### src/rtl/sram_req_arbiter.sv
// -----------------------------------------------------------------------------
// sram_req_arbiter
//
// Shares one SRAM-like memory port between the fetch-stage instruction
// requester and the mem-stage data requester. Only one transaction is ever
// outstanding on the shared bus. The winning request is latched in IDLE, the
// address phase is driven from ADDR, the response is awaited in DATA, and the
// handshake pulses are routed back to whichever requester owns the transaction.
//
// Build option:
//   SRAM_ARB_RR_EN  defined   : simultaneous requests alternate, starting with
//                               data (last_owner resets to INST).
//                   undefined : fixed priority, data beats instruction.
//
// Ports:
//   clk, rst                  system clock; asynchronous active-high reset
//   inst_req/size/addr        fetch request, held until inst_addr_ok
//   inst_addr_ok/data_ok      one-cycle acceptance / read-data-valid pulses
//   inst_rdata                fetch read data (copy of bus_rdata)
//   data_req/wr/size/addr/wdata  mem-stage request, held until data_addr_ok
//   data_addr_ok/data_ok      one-cycle acceptance / completion pulses
//   data_rdata                load read data (copy of bus_rdata)
//   bus_req/wr/size/addr/wdata   shared-bus request, fields latched at grant
//   bus_addr_ok/data_ok/rdata    shared-bus handshakes and read data
//   busy                      high whenever a transaction is in progress
//
// State table:
//   state | meaning
//   IDLE  | no transaction; arbitrate and latch the winning request
//   ADDR  | bus_req high with latched fields, waiting for bus_addr_ok
//   DATA  | address accepted, waiting for bus_data_ok
// -----------------------------------------------------------------------------
module sram_req_arbiter #(
    parameter int ADDR_W = 32,
    parameter int DATA_W = 32
) (
    input  logic              clk,
    input  logic              rst,
    // instruction requester
    input  logic              inst_req,
    input  logic [1:0]        inst_size,
    input  logic [ADDR_W-1:0] inst_addr,
    output logic              inst_addr_ok,
    output logic              inst_data_ok,
    output logic [DATA_W-1:0] inst_rdata,
    // data requester
    input  logic              data_req,
    input  logic              data_wr,
    input  logic [1:0]        data_size,
    input  logic [ADDR_W-1:0] data_addr,
    input  logic [DATA_W-1:0] data_wdata,
    output logic              data_addr_ok,
    output logic              data_data_ok,
    output logic [DATA_W-1:0] data_rdata,
    // shared bus
    output logic              bus_req,
    output logic              bus_wr,
    output logic [1:0]        bus_size,
    output logic [ADDR_W-1:0] bus_addr,
    output logic [DATA_W-1:0] bus_wdata,
    input  logic              bus_addr_ok,
    input  logic              bus_data_ok,
    input  logic [DATA_W-1:0] bus_rdata,
    // status
    output logic              busy
);

    typedef enum logic [1:0] {
        ST_IDLE = 2'd0,
        ST_ADDR = 2'd1,
        ST_DATA = 2'd2
    } state_t;

    typedef enum logic {
        OWN_INST = 1'b0,
        OWN_DATA = 1'b1
    } owner_t;

    state_t             state_q, state_d;
    owner_t             owner_q, owner_d;
    logic               bus_wr_q, bus_wr_d;
    logic [1:0]         bus_size_q, bus_size_d;
    logic [ADDR_W-1:0]  bus_addr_q, bus_addr_d;
    logic [DATA_W-1:0]  bus_wdata_q, bus_wdata_d;

    logic               grant;
    owner_t             winner;
    logic               addr_ok_hit;
    logic               data_ok_hit;

    // A grant can only happen from IDLE, which is also what enforces the
    // single-outstanding-transaction rule.
    assign grant = (state_q == ST_IDLE) && (inst_req || data_req);

`ifdef SRAM_ARB_RR_EN
    owner_t last_owner_q, last_owner_d;

    // On a tie the requester that did not win last time gets the bus; a lone
    // requester wins regardless of history.
    always_comb begin
        winner = OWN_INST;
        if (inst_req && data_req) begin
            winner = (last_owner_q == OWN_INST) ? OWN_DATA : OWN_INST;
        end else if (data_req) begin
            winner = OWN_DATA;
        end
    end

    always_comb begin
        last_owner_d = last_owner_q;
        if (grant) begin
            last_owner_d = winner;
        end
    end

    always_ff @(posedge clk or posedge rst) begin
        if (rst) begin
            last_owner_q <= OWN_INST;
        end else begin
            last_owner_q <= last_owner_d;
        end
    end
`else
    // The mem stage holds the older instruction, so data always wins a tie.
    always_comb begin
        winner = data_req ? OWN_DATA : OWN_INST;
    end
`endif

    always_comb begin
        state_d     = state_q;
        owner_d     = owner_q;
        bus_wr_d    = bus_wr_q;
        bus_size_d  = bus_size_q;
        bus_addr_d  = bus_addr_q;
        bus_wdata_d = bus_wdata_q;
        addr_ok_hit = 1'b0;
        data_ok_hit = 1'b0;

        case (state_q)
            ST_IDLE: begin
                if (grant) begin
                    owner_d = winner;
                    state_d = ST_ADDR;
                    if (winner == OWN_DATA) begin
                        bus_wr_d    = data_wr;
                        bus_size_d  = data_size;
                        bus_addr_d  = data_addr;
                        bus_wdata_d = data_wdata;
                    end else begin
                        // fetches are always reads with no write payload
                        bus_wr_d    = 1'b0;
                        bus_size_d  = inst_size;
                        bus_addr_d  = inst_addr;
                        bus_wdata_d = '0;
                    end
                end
            end

            ST_ADDR: begin
                if (bus_addr_ok) begin
                    addr_ok_hit = 1'b1;
                    // the bus may finish the whole transfer in the address cycle
                    if (bus_data_ok) begin
                        data_ok_hit = 1'b1;
                        state_d     = ST_IDLE;
                    end else begin
                        state_d     = ST_DATA;
                    end
                end
            end

            ST_DATA: begin
                // a stray bus_addr_ok here belongs to nobody and is ignored
                if (bus_data_ok) begin
                    data_ok_hit = 1'b1;
                    state_d     = ST_IDLE;
                end
            end

            default: begin
                state_d = ST_IDLE;
            end
        endcase
    end

    always_ff @(posedge clk or posedge rst) begin
        if (rst) begin
            state_q     <= ST_IDLE;
            owner_q     <= OWN_INST;
            bus_wr_q    <= 1'b0;
            bus_size_q  <= 2'd0;
            bus_addr_q  <= '0;
            bus_wdata_q <= '0;
        end else begin
            state_q     <= state_d;
            owner_q     <= owner_d;
            bus_wr_q    <= bus_wr_d;
            bus_size_q  <= bus_size_d;
            bus_addr_q  <= bus_addr_d;
            bus_wdata_q <= bus_wdata_d;
        end
    end

    // Handshake pulses are combinational from the bus so the owner sees them
    // in the same cycle the bus responds; the non-owner never sees a pulse.
    assign inst_addr_ok = addr_ok_hit && (owner_q == OWN_INST);
    assign data_addr_ok = addr_ok_hit && (owner_q == OWN_DATA);
    assign inst_data_ok = data_ok_hit && (owner_q == OWN_INST);
    assign data_data_ok = data_ok_hit && (owner_q == OWN_DATA);

    assign inst_rdata = bus_rdata;
    assign data_rdata = bus_rdata;

    assign bus_req   = (state_q == ST_ADDR);
    assign bus_wr    = bus_wr_q;
    assign bus_size  = bus_size_q;
    assign bus_addr  = bus_addr_q;
    assign bus_wdata = bus_wdata_q;
    assign busy      = (state_q != ST_IDLE);

endmodule

### config.mk
export PLATFORM = sky130hd
export DESIGN_NAME = sram_req_arbiter
export DESIGN_NICKNAME = d
export VERILOG_FILES = /design/src/rtl/sram_req_arbiter.sv
export SDC_FILE = /design/constraint.sdc
export NUM_CORES = 1
export LEC_CHECK = 0
export BUFFER_PORTS_ARGS = -buffer_cell sky130_fd_sc_hd__buf_2
export CELL_PAD_IN_SITES_DETAIL_PLACEMENT = 0
export CELL_PAD_IN_SITES_GLOBAL_PLACEMENT = 1
export CORE_MARGIN = 2
export CORE_UTILIZATION = 28
export DETAILED_ROUTE_END_ITERATION = 12
export GPL_TIMING_DRIVEN = 0
export PLACE_DENSITY_LB_ADDON = 0.3
export SLEW_MARGIN = 10
export SYNTH_ARGS = -nofsm -noshare
export SYNTH_HDL_FRONTEND = slang
export SYNTH_SLANG_ARGS = --single-unit
### constraint.sdc
create_clock -name clk -period 2.7 [get_ports clk]
set_input_delay 0.54 -clock clk [delete_from_list [all_inputs] [get_ports clk]]
set_output_delay 0.54 -clock clk [all_outputs]
set_load 0.02 [all_outputs]
==> impl_results.html, run 1 <==
<table>
<tr><th>Metric</th><th>Value</th></tr>
<tr><th colspan="2">Status</th></tr>
<tr><td>Status</td><td>completed</td></tr>
<tr><th colspan="2">Timing</th></tr>
<tr><td>Top achievable clock speed</td><td>0.4165 GHz</td></tr>
<tr><td>Period minus WS final</td><td>2401 ps</td></tr>
<tr><td>Max-slew violations</td><td>0</td></tr>
<tr><td>Unrepaired setup endpoints after global routing</td><td>false</td></tr>
<tr><td>Final number of setup-violating endpoints</td><td>0</td></tr>
<tr><td>Worst-case clock skew</td><td>9.311 ps</td></tr>
<tr><td>Final hold viol count</td><td>0</td></tr>
<tr><td>Headroom to the max-slew limit</td><td>0.6900</td></tr>
<tr><td>Worst-case setup margin in the final layout</td><td>299.1 ps</td></tr>
<tr><td>Tcrit/Tclk final</td><td>0.8892</td></tr>
<tr><td>Measured slew at the worst slew-check pin</td><td>465.0 ps</td></tr>
<tr><th colspan="2">Floorplanning</th></tr>
<tr><td>Die boundary height</td><td>117.7 um</td></tr>
<tr><td>Core ar.</td><td>0.01262 mm^2</td></tr>
<tr><td>Count of standard-cell rows</td><td>41</td></tr>
<tr><td>Starting Density</td><td>0.2868</td></tr>
<tr><td>Boundary Pins</td><td>276</td></tr>
<tr><td>Die Span X</td><td>117.7 um</td></tr>
<tr><td>Die area</td><td>0.01385 mm^2</td></tr>
<tr><th colspan="2">Placement</th></tr>
<tr><td>Half-perimeter wire length of the detailed placement result</td><td>8510 um</td></tr>
<tr><td>Placer Congestion</td><td>0.7369</td></tr>
<tr><td>Post-Place Worst Slack</td><td>598.1 ps</td></tr>
<tr><td>Total placed cells including tap cells</td><td>799</td></tr>
<tr><td>Input/output buffers</td><td>242</td></tr>
<tr><th colspan="2">Yosys</th></tr>
<tr><td>Post-synth EDFFs</td><td>0</td></tr>
<tr><td>Ranking of synthesized cells by area</td><td>sky130_fd_sc_hd__dfrtp_1, sky130_fd_sc_hd__buf_4, sky130_fd_sc_hd__nand2_1, sky130_fd_sc_hd__mux2i_1, sky130_fd_sc_hd__nand3_1</td></tr>
<tr><td>Cells after synthesis</td><td>384</td></tr>
<tr><td>Main synth FF type</td><td>sky130_fd_sc_hd__dfrtp_1</td></tr>
<tr><td>Number of warnings printed during yosys synthesis</td><td>0</td></tr>
<tr><td>Number of register bits inferred by synthesis</td><td>70</td></tr>
<tr><td>Mapped cell area</td><td>0.003620 mm^2</td></tr>
<tr><td>Commonest cells post-synth</td><td>sky130_fd_sc_hd__nand2_1, sky130_fd_sc_hd__buf_4, sky130_fd_sc_hd__dfrtp_1, sky130_fd_sc_hd__mux2i_1</td></tr>
<tr><td>Library cell with the highest instance count after synthesis</td><td>sky130_fd_sc_hd__nand2_1</td></tr>
<tr><td>Syn nets</td><td>526</td></tr>
<tr><td>Share of the yosys chip area belonging to registers</td><td>0.4839</td></tr>
<tr><td>Proportion of synthesized flip-flops having asynchronous set or reset</td><td>1.000</td></tr>
<tr><td>Library cell occupying the most area in the post-synthesis netlist</td><td>sky130_fd_sc_hd__dfrtp_1</td></tr>
<tr><td>Area share of the largest cell type after synthesis</td><td>0.4839</td></tr>
<tr><td>Average size of a mapped cell</td><td>9.426 um^2</td></tr>
<tr><td>Count of cell types in the netlist</td><td>22</td></tr>
<tr><th colspan="2">Global routing</th></tr>
<tr><td>GRT met3 Usage</td><td>0.04264</td></tr>
<tr><td>Initial antenna violation count</td><td>1</td></tr>
<tr><td>Met2 GRT Util</td><td>0.2696</td></tr>
<tr><td>Busiest layer in global routing</td><td>met2</td></tr>
<tr><td>GRT overflow</td><td>0</td></tr>
<tr><td>Global-route wire length before repair</td><td>17,330 um</td></tr>
<tr><td>Total Routing Usage GR</td><td>0.1540</td></tr>
<tr><td>Via count of the first global-routing pass</td><td>3,566</td></tr>
<tr><td>Pin count of the biggest net entering global routing</td><td>48</td></tr>
<tr><td>Met1 demand-to-capacity share in global routing</td><td>0.1849</td></tr>
<tr><th colspan="2">Setup path</th></tr>
<tr><td>Ordered list of cells on the worst path</td><td>inv_1, ha_1, buf_4, clkbuf_1, inv_1, buf_2</td></tr>
<tr><td>Family of cells with the greatest summed delay on the critical path</td><td>buffers and inverters</td></tr>
<tr><td>Crit path DAT</td><td>1860 ps</td></tr>
<tr><td>Crit. End Element</td><td>primary output</td></tr>
<tr><td>Delay of the slowest cell on the worst path</td><td>390 ps</td></tr>
<tr><td>Maximum net fanout on the critical path</td><td>10</td></tr>
<tr><td>CP most frequent cell</td><td>sky130_fd_sc_hd__inv_1</td></tr>
<tr><td>Critical path required time</td><td>2160 ps</td></tr>
<tr><td>Type of the worst setup path</td><td>reg -&gt; out</td></tr>
<tr><td>Launching element type of the critical path</td><td>register</td></tr>
<tr><td>Buffers plus inverters on the worst setup path</td><td>5</td></tr>
<tr><td>Cell at the slowest stage of the critical path</td><td>sky130_fd_sc_hd__dfrtp_1</td></tr>
<tr><th colspan="2">Route</th></tr>
<tr><td>Number of antenna-violating nets in the routed design</td><td>0</td></tr>
<tr><td>Average detailed-routed wire length per instance</td><td>12.91 um</td></tr>
<tr><td>Ratio of routed vias to standard cells</td><td>4.204</td></tr>
<tr><td>Wire length reported by the detailed router</td><td>10,520 um</td></tr>
<tr><td>DRC violation count after routing</td><td>0</td></tr>
<tr><td>Detailed-routing iteration count for the pre-antenna-repair pass</td><td>4</td></tr>
<tr><td>1st-iter DRT viols</td><td>84</td></tr>
<tr><td>Routed via count</td><td>3,426</td></tr>
<tr><th colspan="2">Power</th></tr>
<tr><td>Net switching power</td><td>2.508 mW</td></tr>
<tr><td>Pwr/cell area</td><td>1084 mW/mm^2</td></tr>
<tr><td>Maximum VDD drop</td><td>338.7 uV</td></tr>
<tr><td>Leakage power summed over all cells</td><td>3.117 nW</td></tr>
<tr><td>Proportion of power drawn by flip-flops and latches</td><td>0.314</td></tr>
<tr><td>Pint</td><td>3.319 mW</td></tr>
<tr><td>Combinational fraction of design power</td><td>0.481</td></tr>
<tr><td>Proportion of total power due to net switching</td><td>0.4304</td></tr>
<tr><td>Relative contribution of the clock network to total power</td><td>0.205</td></tr>
<tr><th colspan="2">Clock network</th></tr>
<tr><td>Clock root buffer master</td><td>sky130_fd_sc_hd__clkbuf_16</td></tr>
<tr><td>Worst-path clk slew</td><td>60 ps</td></tr>
<tr><td>Maximum level of the CTS H-tree</td><td>3</td></tr>
<tr><td>Post-CTS Resized</td><td>0</td></tr>
<tr><td>TritonCTS clock tree</td><td>done</td></tr>
<tr><td>Total clock sinks</td><td>70</td></tr>
<tr><td>Post-CTS Hold Buffers</td><td>0</td></tr>
<tr><td>Buffer levels on the longest clock path</td><td>2</td></tr>
<tr><td>Clock buffer count from CTS</td><td>9</td></tr>
<tr><td>Clock latency on the worst-skew pair</td><td>320 ps</td></tr>
<tr><td>Count of buffers added by post-CTS timing repair for setup</td><td>0</td></tr>
<tr><th colspan="2">Final layout</th></tr>
<tr><td>Final non-filler cell total</td><td>815</td></tr>
<tr><td>Antenna Diode Count</td><td>0</td></tr>
<tr><td>Final net count</td><td>780</td></tr>
<tr><td>Total of fill cells in the finished design</td><td>1,329</td></tr>
<tr><td>Synth-to-layout area growth</td><td>48.57%</td></tr>
<tr><td>Ratio of cells with drive above 1 in the final layout</td><td>0.5334</td></tr>
<tr><th colspan="2">Job</th></tr>
<tr><td>Number of maximum-capacitance constraint violations</td><td>0</td></tr>
<tr><th colspan="2">Hold path</th></tr>
<tr><td>Tightest Hold Check Type</td><td>in -&gt; async</td></tr>
</table>
per-stage QoR:
stage                     total power [mW]  utilization  instance area [um^2]  TNS [ps]  hold WS (ps)
after floorplan                      3.683            -                  3620         0         493.6
after global placement               4.662       0.3999                  5046    -42300         443.2
after detailed placement             4.729       0.4022                  5076         0         452.2
after CTS                            5.936       0.4261                  5378         0         185.3
after global routing                 6.277       0.4261                  5378         0         200.2
final                                5.827       0.4261                  5378         0         183.6
cell usage in the layout (no fill, tap or decap):
master / netlist / routed
sky130_fd_sc_hd__buf_4: 70 / 70
sky130_fd_sc_hd__nor2_1: 2 / 2
sky130_fd_sc_hd__nor2b_1: 3 / 3
sky130_fd_sc_hd__dfrtp_1: 70 / 70
sky130_fd_sc_hd__and3_1: 1 / 1
sky130_fd_sc_hd__nor3b_1: 1 / 1
sky130_fd_sc_hd__nor3_1: 2 / 2
sky130_fd_sc_hd__bufinv_16: 0 / 1
sky130_fd_sc_hd__nand2b_1: 1 / 1
sky130_fd_sc_hd__o32a_1: 1 / 1
sky130_fd_sc_hd__clkbuf_16: 0 / 9
sky130_fd_sc_hd__buf_16: 0 / 1
sky130_fd_sc_hd__clkbuf_8: 0 / 1
sky130_fd_sc_hd__o21ai_4: 1 / 1
sky130_fd_sc_hd__clkinv_2: 0 / 1
sky130_fd_sc_hd__o21ai_1: 33 / 33
sky130_fd_sc_hd__inv_1: 4 / 3
sky130_fd_sc_hd__a211oi_1: 1 / 1
sky130_fd_sc_hd__clkinv_4: 0 / 1
sky130_fd_sc_hd__buf_6: 6 / 6
sky130_fd_sc_hd__nand3_1: 33 / 33
sky130_fd_sc_hd__and2_1: 1 / 1
sky130_fd_sc_hd__nand2_1: 104 / 104
sky130_fd_sc_hd__mux2i_1: 35 / 35
sky130_fd_sc_hd__buf_2: 7 / 249
sky130_fd_sc_hd__clkbuf_1: 4 / 5
sky130_fd_sc_hd__ha_1: 3 / 3
sky130_fd_sc_hd__inv_4: 0 / 1
sky130_fd_sc_hd__o21ai_0: 1 / 1
sky130_fd_sc_hd__clkinvlp_4: 0 / 2
metal layers:
layer,part of all wire,vias up,routed length [um]
li1,-,1693,-
met1,0.42,1561,4383
met2,0.49,164,5145
met3,0.086,8,903
met4,0.0086,0,90
met5,0,-,0
path summary, 6_finish.rpt:
check / start / slack, ps / endpoint / cells after the start
worst min-delay path: rst / 180 / bus_addr[17] / 2
min in group clk: data_wdata[2] / 440 / bus_wdata[2] / 3
worst max register to register: state_q[1] / 1090 / bus_wdata[13] / 6
worst min register to register: bus_wdata[22] / 460 / bus_wdata[22] / 2
max in group asynchronous: rst / 1970 / owner_q / 3
worst max-delay path: state_q[1] / 300 / busy / 6
layout make-up:
| cell class | instances | area, um^2 | share of cell area |
|---|---|---|---|
| clock inverter | 5 | 58.81 | 0.01094 |
| buffer | 87 | 643.1 | 0.1196 |
| clock buffer | 11 | 242.7 | 0.04514 |
| sequential | 70 | 1752 | 0.3257 |
| inverter | 4 | 17.52 | 0.003257 |
| tap | 172 | 215.2 | 0.04002 |
| timing repair buffer | 243 | 1239 | 0.2303 |
| multi-input combinational | 223 | 1210 | 0.2250 |
cell families after synthesis:
| logic type | count (synthesis) | share of synthesized area |
|---|---|---|
| AO/OA/AOI/OAI | 37 | 0.05634 |
| adder cells (fa/ha/maj) | 3 | 0.01037 |
| buffers and inverters | 91 | 0.1818 |
| flip-flops | 70 | 0.4839 |
| multiplexers | 35 | 0.09679 |
| AND/OR/NAND/NOR | 148 | 0.1708 |
registers in the layout, summed over array words and instances, names as in the netlist:
| signal | count |
|---|---|
| state_q | 2 |
| owner_q | 1 |
| bus_size | 2 |
| bus_wr | 1 |
| bus_wdata | 32 |
| bus_addr | 32 |
power by group through the flow:
stage	Sequential, mW	Clock [mW]	Combinational [mW]
final	1.83	1.19	2.80
after global routing	1.90	1.26	3.11
after CTS	1.84	1.22	2.87
after detailed placement	1.85	0	2.88
after global placement	1.82	0	2.84
after floorplan	2.45	0	1.23
worst reg2reg max path, delay by kind of cell (launching register included):
kind,cells,cell delay [ps]
adders and majority gates,1,230
buffers and inverters,3,710
and+or+nand+nor,2,230
DFF,1,390
Note: power is estimated with default switching activity, not from simulation.
==> run 2, diff against run 1 <==
Settings changed: SETUP_SLACK_MARGIN set to 0.4.
==> impl_results.html, run 2 (same netlist as run 1, synthesis figures left out) <==
<table>
<tr><th>Metric</th><th>Value</th></tr>
<tr><th colspan="2">Power</th></tr>
<tr><td>Maximum VDD drop</td><td>339.6 uV (was 338.7 uV)</td></tr>
<tr><td>Pwr/cell area</td><td>1072 mW/mm^2 (was 1084 mW/mm^2)</td></tr>
<tr><td>Total power</td><td>5.764 mW (was 5.827 mW)</td></tr>
<tr><td>Leakage power summed over all cells</td><td>3.116 nW (was 3.117 nW)</td></tr>
<tr><th colspan="2">Final layout</th></tr>
<tr><td>Ratio of cells with drive above 1 in the final layout</td><td>0.5357 (was 0.5334)</td></tr>
<tr><td>Synth-to-layout area growth</td><td>48.53% (was 48.57%)</td></tr>
<tr><td>Total area of sequential cells</td><td>0.001752 mm^2 (unchanged)</td></tr>
<tr><td>Highest-count cells in the layout ignoring fill and taps</td><td>sky130_fd_sc_hd__buf_2, sky130_fd_sc_hd__nand2_1, sky130_fd_sc_hd__dfrtp_1, sky130_fd_sc_hd__buf_4, sky130_fd_sc_hd__mux2i_1 (was sky130_fd_sc_hd__buf_2, sky130_fd_sc_hd__nand2_1, sky130_fd_sc_hd__buf_4, sky130_fd_sc_hd__dfrtp_1, sky130_fd_sc_hd__mux2i_1)</td></tr>
<tr><td>Most frequent standard cell in the layout excluding fill and tap cells</td><td>sky130_fd_sc_hd__buf_2 (unchanged)</td></tr>
<tr><td>Multi-input logic area</td><td>0.001212 mm^2 (was 0.001210 mm^2)</td></tr>
<tr><td>Total of fill cells in the finished design</td><td>1,321 (was 1,329)</td></tr>
<tr><td>Final net count</td><td>781 (was 780)</td></tr>
<tr><td>Antenna Diode Count</td><td>0 (unchanged)</td></tr>
<tr><th colspan="2">Route</th></tr>
<tr><td>DRC violation count after routing</td><td>0 (unchanged)</td></tr>
<tr><td>1st-iter DRT viols</td><td>102 (was 84)</td></tr>
<tr><td>Routed via count</td><td>3,442 (was 3,426)</td></tr>
<tr><td>Ratio of routed vias to standard cells</td><td>4.218 (was 4.204)</td></tr>
<tr><td>Wire length reported by the detailed router</td><td>10,670 um (was 10,520 um)</td></tr>
<tr><td>Average detailed-routed wire length per instance</td><td>13.08 um (was 12.91 um)</td></tr>
<tr><td>Number of antenna-violating nets in the routed design</td><td>0 (unchanged)</td></tr>
<tr><td>Detailed-routing iteration count for the pre-antenna-repair pass</td><td>4 (unchanged)</td></tr>
<tr><th colspan="2">Floorplanning</th></tr>
<tr><td>Count of standard-cell rows</td><td>41 (unchanged)</td></tr>
<tr><td>Core ar.</td><td>0.01262 mm^2 (unchanged)</td></tr>
<tr><td>Die area</td><td>0.01385 mm^2 (unchanged)</td></tr>
<tr><td>Die boundary height</td><td>117.7 um (unchanged)</td></tr>
<tr><td>Boundary Pins</td><td>276 (unchanged)</td></tr>
<tr><td>Starting Density</td><td>0.2868 (unchanged)</td></tr>
<tr><td>Die Span X</td><td>117.7 um (unchanged)</td></tr>
<tr><th colspan="2">Timing</th></tr>
<tr><td>Unrepaired setup endpoints after global routing</td><td>false (unchanged)</td></tr>
<tr><td>Max-slew violations</td><td>0 (unchanged)</td></tr>
<tr><td>Period minus WS final</td><td>2181 ps (was 2401 ps)</td></tr>
<tr><td>Final TNS setup</td><td>0 ps (unchanged)</td></tr>
<tr><td>Final number of setup-violating endpoints</td><td>0 (unchanged)</td></tr>
<tr><td>Tcrit/Tclk final</td><td>0.8078 (was 0.8892)</td></tr>
<tr><td>Final hold viol count</td><td>0 (unchanged)</td></tr>
<tr><td>Worst-case clock skew</td><td>7.225 ps (was 9.311 ps)</td></tr>
<tr><td>Top achievable clock speed</td><td>0.4585 GHz (was 0.4165 GHz)</td></tr>
<tr><td>Measured slew at the worst slew-check pin</td><td>584.3 ps (was 465.0 ps)</td></tr>
<tr><td>Headroom to the max-slew limit</td><td>0.6097 (was 0.6900)</td></tr>
<tr><th colspan="2">Setup path</th></tr>
<tr><td>Worst setup path startpoint</td><td>state_q[0] (was state_q[1])</td></tr>
<tr><td>Launching element type of the critical path</td><td>register (unchanged)</td></tr>
<tr><td>Crit. End Element</td><td>primary output (unchanged)</td></tr>
<tr><td>Critical path required time</td><td>2160 ps (about the same)</td></tr>
<tr><td>CP most frequent cell</td><td>sky130_fd_sc_hd__inv_1 (unchanged)</td></tr>
<tr><td>Cell at the slowest stage of the critical path</td><td>sky130_fd_sc_hd__dfrtp_1 (unchanged)</td></tr>
<tr><td>Start of the worst register-to-register path</td><td>state_q[0] (was state_q[1])</td></tr>
<tr><td>Maximum net fanout on the critical path</td><td>10 (unchanged)</td></tr>
<tr><td>Delay of the slowest cell on the worst path</td><td>400 ps (was 390 ps)</td></tr>
<tr><td>FF-to-FF setup slack</td><td>1140 ps (was 1090 ps)</td></tr>
<tr><td>Worst Reg2Reg Path Length in Cells</td><td>6 (unchanged)</td></tr>
<tr><td>Type of the worst setup path</td><td>reg -&gt; out (unchanged)</td></tr>
<tr><td>Crit path DAT</td><td>1640 ps (was 1860 ps)</td></tr>
<tr><td>Ordered list of cells on the worst path</td><td>inv_1, ha_2, buf_6, clkbuf_4, inv_1, buf_2 (was inv_1, ha_1, buf_4, clkbuf_1, inv_1, buf_2)</td></tr>
<tr><th colspan="2">Clock network</th></tr>
<tr><td>Buffer levels on the longest clock path</td><td>2 (unchanged)</td></tr>
<tr><td>Clock root buffer master</td><td>sky130_fd_sc_hd__clkbuf_16 (unchanged)</td></tr>
<tr><td>Maximum level of the CTS H-tree</td><td>3 (unchanged)</td></tr>
<tr><td>Total clock sinks</td><td>70 (unchanged)</td></tr>
<tr><td>Count of buffers added by post-CTS timing repair for setup</td><td>0 (unchanged)</td></tr>
<tr><td>Clock buffer count from CTS</td><td>9 (unchanged)</td></tr>
<tr><td>Worst-path clk slew</td><td>60 ps (about the same)</td></tr>
<tr><td>Clock latency on the worst-skew pair</td><td>330 ps (was 320 ps)</td></tr>
<tr><td>TritonCTS clock tree</td><td>done (unchanged)</td></tr>
<tr><th colspan="2">Hold path</th></tr>
<tr><td>Tightest Hold Check Type</td><td>in -&gt; async (unchanged)</td></tr>
<tr><th colspan="2">Job</th></tr>
<tr><td>Number of maximum-capacitance constraint violations</td><td>0 (unchanged)</td></tr>
<tr><th colspan="2">Status</th></tr>
<tr><td>Status</td><td>completed (unchanged)</td></tr>
<tr><th colspan="2">Placement</th></tr>
<tr><td>Input/output buffers</td><td>242 (unchanged)</td></tr>
<tr><td>Half-perimeter wire length of the detailed placement result</td><td>8621 um (was 8510 um)</td></tr>
<tr><td>Placer Congestion</td><td>0.7322 (was 0.7369)</td></tr>
<tr><th colspan="2">Global routing</th></tr>
<tr><td>Via count of the first global-routing pass</td><td>3,477 (was 3,566)</td></tr>
<tr><td>GRT overflow</td><td>0 (unchanged)</td></tr>
<tr><td>Total Routing Usage GR</td><td>0.1547 (was 0.1540)</td></tr>
<tr><td>Pin count of the biggest net entering global routing</td><td>29 (was 48)</td></tr>
<tr><td>Global-route wire length before repair</td><td>17,420 um (was 17,330 um)</td></tr>
<tr><td>Initial antenna violation count</td><td>0 (was 1)</td></tr>
</table>
[run 2: cell count changes in the layout (fill, tap and decap cells not counted), sizes merged]
cell    change
clkbuf      +1
buf         +1
inv         -1
bufinv      -1
clkinv      +1
[run 2: worst max-delay path: cells and delay by family (launching register included)]
kind / cells / cell delay [ps]
adder cells (fa/ha/maj): 1 / 220
buffers and inverters: 5 / 680
flip-flops: 1 / 400
[run 2: final timing paths]
kind / endpoint
hold reg to reg: bus_wdata[24]
setup / recovery: busy
setup reg to reg: bus_wdata[12]
hold / removal: bus_wdata[9]
min in group clk: bus_wdata[2]
max in group asynchronous: bus_addr[10]
[run 2: final cells by class]
| cell class | instances | area share |
|---|---|---|
| flip-flops and latches | 70 | 0.3258 |
| repair buffers | 244 | 0.2341 |
| multi-input cells | 223 | 0.2255 |
| plain buffers | 87 | 0.1210 |
| clock buffers | 12 | 0.04585 |
| well taps | 172 | 0.04003 |
| clock inverters | 4 | 0.004189 |
| inverters | 4 | 0.003491 |
[run 2: layer usage]
layer | track usage | routed length, um | vias to the layer above | share of wire
met1 | 0.1822 | 4285 | 1571 | 0.40
met4 | 0.03690 | 98 | 0 | 0.0092
li1 | - | - | 1697 | -
met5 | 0 | 0 | - | 0
met3 | 0.04748 | 893 | 8 | 0.084
met2 | 0.2743 | 5395 | 166 | 0.51
[run 2: timing repair]
action | 4_1_cts | 5_1_grt
resized for setup | 2 | 2
setup endpoints to repair | 1 | 1
hold buffers | 0 | 0
[run 2: where the power goes]
| group | switching [mW] | total (mW) | internal, mW | leakage, nW |
|---|---|---|---|---|
| Combinational | 1.81 | 2.84 | 1.03 | 2.11 |
| Sequential | 0.262 | 1.83 | 1.57 | 0.876 |
| Clock | 0.450 | 1.09 | 0.643 | 0.132 |
[run 2: metrics by stage]
step | hold slack, ps | cell area (um^2) | setup slack (ps) | std cells | utilization
2_1_floorplan | 493.6 | 3623 | 648.9 | 384 | -
3_3_place_gp | 443.5 | 5050 | 583.9 | 798 | 0.4002
3_5_place_dp | 450.5 | 5097 | 589.9 | 800 | 0.4039
4_1_cts | 283.2 | 5370 | 434.3 | 816 | 0.4255
5_1_grt | 306.5 | 5376 | 425.5 | 816 | 0.4260
6_report | 277.0 | 5376 | 518.9 | 816 | 0.4260
